<file path="config.mk">
export PLATFORM = sky130hd
export DESIGN_NAME = user_edge_window_gen
export DESIGN_NICKNAME = d
export VERILOG_FILES = /design/src/rtl/user_edge_window_gen.sv
export SDC_FILE = /design/constraint.sdc
export NUM_CORES = 1
export LEC_CHECK = 0
export BUFFER_PORTS_ARGS = -buffer_cell sky130_fd_sc_hd__buf_2
export CORE_ASPECT_RATIO = 0.75
export CORE_MARGIN = 1
export CORE_UTILIZATION = 35
export CTS_CLUSTER_DIAMETER = 50
export DETAILED_ROUTE_END_ITERATION = 10
export GPL_ROUTABILITY_DRIVEN = 0
export HOLD_SLACK_MARGIN = 0.1
export PLACE_DENSITY = 0.58
export SLEW_MARGIN = 30
export SYNTH_ARGS = -nofsm -noshare
export SYNTH_HDL_FRONTEND = slang
export SYNTH_SLANG_ARGS = --single-unit
</file>
<file path="constraint.sdc">
create_clock -name clk_i -period 4.65 [get_ports clk_i]
set_input_delay 0.93 -clock clk_i [delete_from_list [all_inputs] [get_ports clk_i]]
set_output_delay 0.93 -clock clk_i [all_outputs]
set_load 0.005 [all_outputs]
</file>
<file path="src/rtl/user_edge_window_gen.sv">
// Pixel-fetch front end for the edge-detect accelerator: reads the image from the
// user ROM one byte at a time and streams a 3x3 window for every interior pixel.
module user_edge_window_gen #(
  parameter int ImgWidth  = 16,
  parameter int ImgHeight = 16,
  parameter int AddrWidth = 8
) (
  input  logic                 clk_i,
  input  logic                 rst_i,
  input  logic                 start_i,
  output logic                 busy_o,
  output logic                 done_o,
  output logic                 rom_req_o,
  output logic [AddrWidth-1:0] rom_addr_o,
  input  logic [7:0]           rom_data_i,
  input  logic                 rom_valid_i,
  output logic                 win_valid_o,
  input  logic                 win_ready_i,
  output logic [71:0]          win_o,
  output logic [AddrWidth-1:0] win_x_o,
  output logic [AddrWidth-1:0] win_y_o
);

  localparam int IdxW = (ImgWidth > 1) ? $clog2(ImgWidth) : 1;
  localparam logic [AddrWidth-1:0] XLast = AddrWidth'(ImgWidth - 1);
  localparam logic [AddrWidth-1:0] YLast = AddrWidth'(ImgHeight - 1);
  localparam logic [AddrWidth-1:0] One   = AddrWidth'(1);
  localparam logic [AddrWidth-1:0] Two   = AddrWidth'(2);

  typedef enum logic [2:0] {
    S_IDLE,
    S_REQ,
    S_WAIT,
    S_EMIT,
    S_NEXT,
    S_DONE
  } state_t;

  state_t               state_reg;
  logic [AddrWidth-1:0] x_reg;
  logic [AddrWidth-1:0] y_reg;
  logic                 start_q_reg;
  logic                 busy_reg;
  logic                 done_reg;
  logic                 rom_req_reg;
  logic [AddrWidth-1:0] rom_addr_reg;
  logic                 win_valid_reg;
  logic [AddrWidth-1:0] win_x_reg;
  logic [AddrWidth-1:0] win_y_reg;

  // Row r of the window, column c in byte c; rows are y-2, y-1, y.
  logic [2:0][7:0]      win_reg [3];

  logic [7:0]           line1_mem [ImgWidth];
  logic [7:0]           line2_mem [ImgWidth];
  logic [7:0]           line1_rd_reg;
  logic [7:0]           line2_rd_reg;

  logic [IdxW-1:0]      col_idx;
  logic                 capture;
  logic [2:0][7:0]      new_col;

  assign col_idx = x_reg[IdxW-1:0];
  assign capture = (state_reg == S_WAIT) && rom_valid_i;
  assign new_col = {rom_data_i, line1_rd_reg, line2_rd_reg};

  // x is fixed from REQ onward, so the registered read is settled before any capture.
  always_ff @(posedge clk_i) begin
    line1_rd_reg <= line1_mem[col_idx];
    line2_rd_reg <= line2_mem[col_idx];
    if (capture) begin
      line1_mem[col_idx] <= rom_data_i;
      line2_mem[col_idx] <= line1_rd_reg;
    end
  end

  // Columns shift left by one per captured pixel; stale columns after a row wrap
  // are flushed before the first window of the new row (x >= 2).
  genvar gi;
  generate
    for (gi = 0; gi < 3; gi++) begin : g_row
      always_ff @(posedge clk_i) begin
        if (rst_i) begin
          win_reg[gi] <= '0;
        end else if (capture) begin
          win_reg[gi] <= {new_col[gi], win_reg[gi][2], win_reg[gi][1]};
        end
      end
      assign win_o[24*gi +: 24] = win_reg[gi];
    end
  endgenerate

  always_ff @(posedge clk_i) begin
    if (rst_i) begin
      state_reg     <= S_IDLE;
      x_reg         <= '0;
      y_reg         <= '0;
      start_q_reg   <= 1'b0;
      busy_reg      <= 1'b0;
      done_reg      <= 1'b0;
      rom_req_reg   <= 1'b0;
      rom_addr_reg  <= '0;
      win_valid_reg <= 1'b0;
      win_x_reg     <= '0;
      win_y_reg     <= '0;
    end else begin
      start_q_reg <= start_i;
      done_reg    <= 1'b0;
      rom_req_reg <= 1'b0;
      case (state_reg)
        S_IDLE: begin
          if (start_i && !start_q_reg) begin
            x_reg        <= '0;
            y_reg        <= '0;
            rom_addr_reg <= '0;
            rom_req_reg  <= 1'b1;
            busy_reg     <= 1'b1;
            state_reg    <= S_REQ;
          end
        end
        S_REQ: begin
          state_reg <= S_WAIT;
        end
        S_WAIT: begin
          if (rom_valid_i) begin
            if (x_reg >= Two && y_reg >= Two) begin
              win_valid_reg <= 1'b1;
              win_x_reg     <= x_reg - One;
              win_y_reg     <= y_reg - One;
              state_reg     <= S_EMIT;
            end else begin
              state_reg <= S_NEXT;
            end
          end
        end
        S_EMIT: begin
          if (win_ready_i) begin
            win_valid_reg <= 1'b0;
            state_reg     <= S_NEXT;
          end
        end
        S_NEXT: begin
          if (x_reg == XLast && y_reg == YLast) begin
            done_reg  <= 1'b1;
            state_reg <= S_DONE;
          end else begin
            if (x_reg == XLast) begin
              x_reg <= '0;
              y_reg <= y_reg + One;
            end else begin
              x_reg <= x_reg + One;
            end
            // Raster order makes y*ImgWidth+x simply the previous address plus one.
            rom_addr_reg <= rom_addr_reg + One;
            rom_req_reg  <= 1'b1;
            state_reg    <= S_REQ;
          end
        end
        S_DONE: begin
          busy_reg  <= 1'b0;
          state_reg <= S_IDLE;
        end
        default: begin
          busy_reg      <= 1'b0;
          win_valid_reg <= 1'b0;
          state_reg     <= S_IDLE;
        end
      endcase
    end
  end

  assign busy_o      = busy_reg;
  assign done_o      = done_reg;
  assign rom_req_o   = rom_req_reg;
  assign rom_addr_o  = rom_addr_reg;
  assign win_valid_o = win_valid_reg;
  assign win_x_o     = win_x_reg;
  assign win_y_o     = win_y_reg;

endmodule

</file>
# Yosys cells after proc, flatten, opt, wreduce, memory -nomap -nowiden
# Memories as Yosys holds them, arrays and structs flattened. A register that Yosys moved wholly into a read port is not among the register bits.
# Cells that the tools add are included.
# W data, S select, Z words.
# totals
ff_bits	48
mem_bits_rw	328
input_bits	13
out_inout_bits	100
wordCells	90
memories	3
# classes
n_addsub	5
magnitude_cmp	2
n_eq_ne	13
muxes	34
n_bitwise	6
n_reduce_logical	16
# mem_list
name	words	word_bits	read_ports	rd_ports_with_merged_regs	wr	line	source
line1_mem	16	8	1	1	1	54	logic [7:0] line1_mem [ImgWidth];
line2_mem	16	8	1	1	1	55	logic [7:0] line2_mem [ImgWidth];
win_reg	3	24	3	0	3	52	logic [2:0][7:0] win_reg [3];
# ops
operator	n
$mux W24	3
$mux W8	6
$pmux W8 S2	3
$add A8 B1 Y8 const B	3
$eq A8 B4 Y1 const B	2
$ge A8 B2 Y1 const B	2
$sub A8 B1 Y8 const B	2
$mux W3	5
$pmux W3 S5	1
$mux W1	13
$ne A2 B2 Y1 const B	5
$reduce_and A3 Y1	3
$reduce_and A4 Y1	2
$reduce_or A4 Y1	2
$eq A3 B2 Y1 const B	2
$eq A3 B3 Y1 const B	2
$logic_and A1 B1 Y1	4
$pmux W1 S2	2
$eq A3 B1 Y1 const B	1
$logic_not A3 Y1	1
$not A1 Y1	3
$or A1 B1 Y1	3
$pmux W1 S3	1
$ne A2 B1 Y1 const B	1
other kinds (4)	4

# Longest topological paths before layout
# Gate-level depths: netlist of run 1.
# logic_depth
depth_word	6
depth_mapped	10
depth_no_buf	7

# Least setup slack after synthesis of run 1
# OpenSTA, ideal clock, no wires.
# synth_path
path_type	input-to-reg
startpoint	input rst_i
endpoint	memory win_reg[0][0] in the netlist's numbering (enable)
setup_time_ps	442
t_arrival_ps	3221
path_slack_ps	987
cell_stages	3
cell_sequence	clkbuf_1 -> clkbuf_1 -> nand2b_1
# synth_rtl
item	line	source
from (decl)	9	input logic rst_i,
to (decl)	52	

# Worst setup path in the final report of run 1
# layout_path
startpoint	register x_reg[0]
endpoint	register state_reg[2]
# layout_via
elab_chain_len	5
# layout_lines
item	line	source
from (decl)	40	logic [AddrWidth-1:0] x_reg;
from (signal assigned)	151	x_reg <= x_reg + One;
$ge A8 B2 Y1	126	if (x_reg >= Two && y_reg >= Two) begin
$logic_and A1 B1 Y1	126	
$mux W3	126	
$mux W3	125	if (rom_valid_i) begin
$pmux W3 S5 (*)	110	case (state_reg)
to (signal assigned)	118	state_reg <= S_REQ;
to (signal assigned)	130	state_reg <= S_EMIT;
to (signal assigned)	132	state_reg <= S_NEXT;
to (decl)	39	state_t state_reg;
# Every way passes the cells marked *; elsewhere a longest branch is shown, timed or not. The select of a mux whose other input is x is not followed.
# A chain may end at the register's enable or synchronous reset.

==> results.yml, run 1 <==
critical_path:
  path_class: "flip-flop to flip-flop"
  worstReg2RegEnd: "state_reg[2]$_SDFFE_PP0P_"
  r2r-start: "x_reg[0]$_SDFFE_PP0P_"
  critical_path.max_fanout: 35
  worstPathArrival_ps: 3440
  cp.required_ps: 5130
  start_kind: "flip-flop"
  endpoint_kind: "flip-flop"
  r2r_cells: 7
  r2r_slack_ps: 1700
job:
  maxCapViolCount: 0
yosys:
  synth_seq_area_share: 0.739
  synth_xor_area_frac: 0.0134
  synth_compound_area_frac: 0.0306
  synthTopCellsByArea: "edfxtp_1, mux4_2, dfxtp_1"
  synth_top_cell_by_area: "edfxtp_1"
  ys_ff_latch: 392
  synth_top_family_by_area: "multiplexers"
  async_flop_share: 0
  synth_edf_count: 328
  synthAdderAreaFrac: 0.00747
  avgSynthCellArea_um2: 18.4
  synth_top_area_frac: 0.654
  synthCells: 820
  syn_nets: 842
  yosys_warnings: 0
  synthFlopType: "edfxtp_1"
  muxShareOfSynthArea: 0.120
  synthSimpleGateAreaFrac: 0.0746
  syn-cell-area_um2: 15100
  ys_types: 49
clock_network:
  clkLatencyLatePin_ps: 550
  h-tree-depth: 2
  cts.repair.resized: 0
  cts.sinks: 392
  cts_tree: "built"
  clockRootBuffer: "clkbuf_16"
  ctsHoldBuffers: 0
  path_clk_slew_ps: 60
  postCtsSetupRepairBufs: 0
  ctsLongestPathBuffers: 3
  cts_buffers: 43
sta:
  fin_ws_ps: 1700
  finalHoldViolations: 0
  max_slew_margin: 0.419
  tns_ps: 0
  max_freq_ghz: 0.339
  setup_viol: 0
  final-max-slew-violation-count: 0
  rsz0062_at_grt: "no"
  worstMarginPinSlew_ps: 872
  worst_clock_skew_ps: 22.6
  fin_hold_ws_ps: 468
  fin_crit_sh: 0.635
  finalCriticalPeriod_ps: 2950
global_route:
  grt_usage: 0.146
  antenna_found_initial: 0
  overflow: 0
  grt_pass1_wl_mm: 48.4
  grt_max_degree: 49
  grt_pass1_vias: 7658
placement:
  port_buffers: 112
  hpwl_mm: 19.5
  place_area_um2: 16200
  place_ws_ps: 1430
die:
  ioPinCount: 113
  die-area_um2: 43900
  rows: 65
  fp.dieW_um: 242
  start_util: 0.356
  core_um2: 42300
  die_h_um: 182
power_and_ir_drop:
  powerDensity_nw_per_um2: 425
  p_leak_nw: 5.93
  peakVddDrop_mv: 0.246
drt:
  post_drt_wl_per_cell_um: 20.4
  drtIter0Drc: 599
  vias_per_cell: 4.89
  vias: 7532
  ant_nets: 0
  drtPass1Iterations: 4
  drc: 0
  drt-total-wl_mm: 31.5
worst_hold_path:
  hold_start: "busy_o$_SDFFE_PP0P_"
  min_path_cells: 2
  hp-class: "flip-flop to flip-flop"
  hold_end: "busy_o$_SDFFE_PP0P_"
layout:
  area_delta_synth_final_pct: 17.5
  antenna_cells: 0
  layout_commonest_cell: "edfxtp_1"
  final_cell_mix: "edfxtp_1, buf_2, and2_1"
  drive_above_1_share: 0.289
  fin_nets: 960
  final_area_um2: 17700
outcome:
  outcome: "complete, no violations"
per-stage QoR:
step | utilization | std cells | total power [mW]
6_report | 0.419 | 1541 | 7.53
5_1_grt | 0.419 | 1541 | 7.77
4_1_cts | 0.419 | 1541 | 7.61
3_5_place_dp | 0.384 | 1462 | 4.10
3_3_place_gp | 0.383 | 1461 | 4.10
2_1_floorplan | - | 820 | 4.01
where the power goes:
part | leakage [nW] | switching (mW) | internal (mW) | total, mW
clock | 0.703 | 1.38 | 2.13 | 3.50
combinational | 1.66 | 0.103 | 0.0574 | 0.160
sequential | 3.57 | 0.0313 | 3.83 | 3.86
total | 5.93 | 1.51 | 6.02 | 7.53
Yosys cell counts (2+ instances only):
| library cell | n |
|---|---|
| a311oi_1 | 2 |
| nor4_1 | 4 |
| xnor2_1 | 14 |
| clkbuf_1 | 31 |
| and2_1 | 87 |
| o21ai_0 | 5 |
| nor2_1 | 48 |
| nand3_1 | 11 |
| mux4_2 | 80 |
| a31oi_1 | 2 |
| o31ai_1 | 3 |
| or4_4 | 2 |
| dfxtp_1 | 64 |
| inv_1 | 4 |
| nor3b_1 | 2 |
| ha_1 | 9 |
| and3_1 | 2 |
| xor2_1 | 9 |
| or3_1 | 5 |
| buf_6 | 3 |
| o2111ai_1 | 3 |
| o211ai_1 | 4 |
| nand2_1 | 22 |
| a21oi_1 | 16 |
| buf_2 | 9 |
| edfxtp_1 | 328 |
| a211oi_1 | 18 |
| or4_1 | 5 |
| nand2b_1 | 3 |
| buf_1 | 4 |
| nor3_1 | 3 |
cell families (layout without fill, tap and decap cells):
logic type               Yosys count  in the layout
AO/OA/AOI/OAI                     62             62
XOR/XNOR                          23             23
adder cells (fa/ha/maj)            9              9
buffers and inverters             51            203
flip-flops                       392            392
multiplexers                      81             81
AND/OR/NAND/NOR                  202            202
how the worst max path moves through the flow:
stage,startpoint,endpoint,slack [ps]
after CTS,x_reg[0]$_SDFFE_PP0P_,state_reg[2]$_SDFFE_PP0P_,1630
after detailed placement,rom_valid_i,line2_mem[1][4]$_DFFE_PP_,1430
after global routing,x_reg[0]$_SDFFE_PP0P_,state_reg[2]$_SDFFE_PP0P_,1430
after global placement,rom_valid_i,line2_mem[3][5]$_DFFE_PP_,1550
after floorplan,rst_i,win_reg[0][0]$_SDFFCE_PN0P_,990
final,x_reg[0]$_SDFFE_PP0P_,state_reg[2]$_SDFFE_PP0P_,1700
metal layers:
metal / global-route usage / vias up / share of wire
li1: - / 3460 / -
met1: 0.214 / 3839 / 0.48
met2: 0.218 / 186 / 0.45
met3: 0.0324 / 47 / 0.056
met4: 0.0397 / 0 / 0.017
met5: 0 / - / 0
worst max-delay path, stage by stage, from the launching register on:
cell     delay (ps)
dfxtp_4         780
inv_1           210
ha_1            350
or4_1           490
o22ai_4         220
nor2_1           80
or4b_1          580
a21oi_1         160
cell type report:
| cell class | count | area [um2] |
|---|---|---|
| fillers | 3780 | 24600 |
| flip-flops and latches | 392 | 11100 |
| multi-input cells | 377 | 3740 |
| clock buffers | 57 | 1180 |
| well taps | 569 | 712 |
| repair buffers | 120 | 641 |
| clock inverters | 22 | 283 |
| inverters | 4 | 15.0 |
(Power assumes the default switching activity.)
==> run 2, diff against run 1 <==
Settings changed: PLACE_DENSITY 0.58 to 0.6.
Clock period 4.65 ns to 2.6 ns, I/O delays scaled along.
==> results.yml, run 2 (synthesis results as in run 1) <==
sta:
  finalHoldViolations: 0
  rsz0062_at_grt: "no"
  setup_viol: 0
  max_freq_ghz: 0.432
  finalCriticalPeriod_ps: 2320
  final-max-slew-violation-count: 0
  max_slew_margin: 0.546
  worstMarginPinSlew_ps: 680
  worst_clock_skew_ps: 9.66
  tns_ps: 0
  fin_crit_sh: 0.891
critical_path:
  r2r_cells: 7
  slowest_stage: "or4b_1"
  r2r_slack_ps: 280
  critical_path.cell_chain: "inv_1 > ha_1 > or4_1 > o22ai_4 > nor2_1 > or4b_1 > a21oi_1"
  endpoint_kind: "flip-flop"
  cp.required_ps: 3080
  cpPeakStageDelay_ps: 510
  critical_path.max_fanout: 7
  path_class: "flip-flop to flip-flop"
  worstPathArrival_ps: 2790
  start_kind: "flip-flop"
clock_network:
  clockRootBuffer: "clkbuf_16"
  clkLatencyLatePin_ps: 550
  cts.sinks: 392
  cts_buffers: 42
  ctsLongestPathBuffers: 3
  path_clk_slew_ps: 60
  cts.repair.resized: 0
  h-tree-depth: 2
  cts_tree: "built"
  ctsHoldBuffers: 0
  postCtsSetupRepairBufs: 0
die:
  ioPinCount: 113
  die-area_um2: 43900
  start_util: 0.356
  die_h_um: 182
  core_um2: 42300
  rows: 65
  fp.dieW_um: 242
worst_hold_path:
  min_path_cells: 2
  hp-class: "input pin to flip-flop"
drt:
  drc: 0
  drtIter0Drc: 595
  post_drt_wl_per_cell_um: 19.7
  vias_per_cell: 4.86
  drtPass1Iterations: 5
  drt-total-wl_mm: 31.1
  vias: 7672
  ant_nets: 0
power_and_ir_drop:
  powerDensity_nw_per_um2: 717
  peakVddDrop_mv: 0.447
  p_leak_nw: 6.10
global_route:
  grt_pass1_wl_mm: 48.0
  grt_pass1_vias: 7865
  overflow: 0
  grt_usage: 0.144
  antenna_found_initial: 0
  grt_max_degree: 47
placement:
  hpwl_mm: 18.3
  place_area_um2: 16600
  port_buffers: 112
job:
  maxCapViolCount: 0
layout:
  fin_nets: 1000
  drive_above_1_share: 0.312
  antenna_cells: 0
  final_core_util: 0.425
  final_cell_mix: "edfxtp_1, buf_2, and2_1"
  final_area_um2: 18000
  area_delta_synth_final_pct: 19.3
  layout_commonest_cell: "edfxtp_1"
outcome:
  outcome: "complete, no violations"
-- run 2: cell count changes in the layout (fill, tap and decap cells not counted), sizes merged --
cell    change
buf        +41
bufinv      -4
inv         +3
clkinv      -2
clkbuf      +1
-- run 2: final timing paths --
check / startpoint / end
max reg2reg: y_reg[0]$_SDFFE_PP0P_ / state_reg[2]$_SDFFE_PP0P_
min reg2reg: busy_o$_SDFFE_PP0P_ / busy_o$_SDFFE_PP0P_
max: y_reg[0]$_SDFFE_PP0P_ / state_reg[2]$_SDFFE_PP0P_
min: start_i / start_q_reg$_SDFF_PP0_
-- run 2: critical path: cells and delay by family, from the launching register on --
kind	cells	cell delay [ps]
adders and majority gates	1	220
and+or+nand+nor	3	1050
AOI/OAI and AO/OA	2	380
buffers and inverters	1	130
DFF	1	470
-- run 2: per-stage QoR --
stage	setup slack, ps	power (mW)	cells	hold slack (ps)
finish	284	12.9	1580	199
global route	130	13.3	1580	179
CTS	300	13.1	1579	172
detailed placement	252	7.34	1502	457
global placement	303	7.33	1502	450
floorplan	80.3	7.17	820	453
-- run 2: power breakdown --
part / internal [mW] / switching, mW / leakage [nW]
Sequential: 6.86 / 0.0427 / 3.57
Combinational: 0.121 / 0.182 / 1.89
Clock: 3.30 / 2.39 / 0.637
Total: 10.3 / 2.61 / 6.10
-- run 2: metal layers --
metal,vias up,part of all wire,wire [um],track usage
li1,3535,-,-,-
met1,3905,0.45,14100,0.197
met2,191,0.48,14900,0.232
met3,41,0.055,1700,0.0336
met4,0,0.016,507,0.0377
met5,-,0,0,0
-- run 2: area by class of cell --
| class | count | area (um2) |
|---|---|---|
| fillers | 3735 | 24300 |
| flip-flops and latches | 392 | 11100 |
| multi-input cells | 377 | 3730 |
| clock buffers | 58 | 1140 |
| repair buffers | 161 | 1060 |
| well taps | 569 | 712 |
| clock inverters | 19 | 176 |
| inverters | 4 | 15.0 |
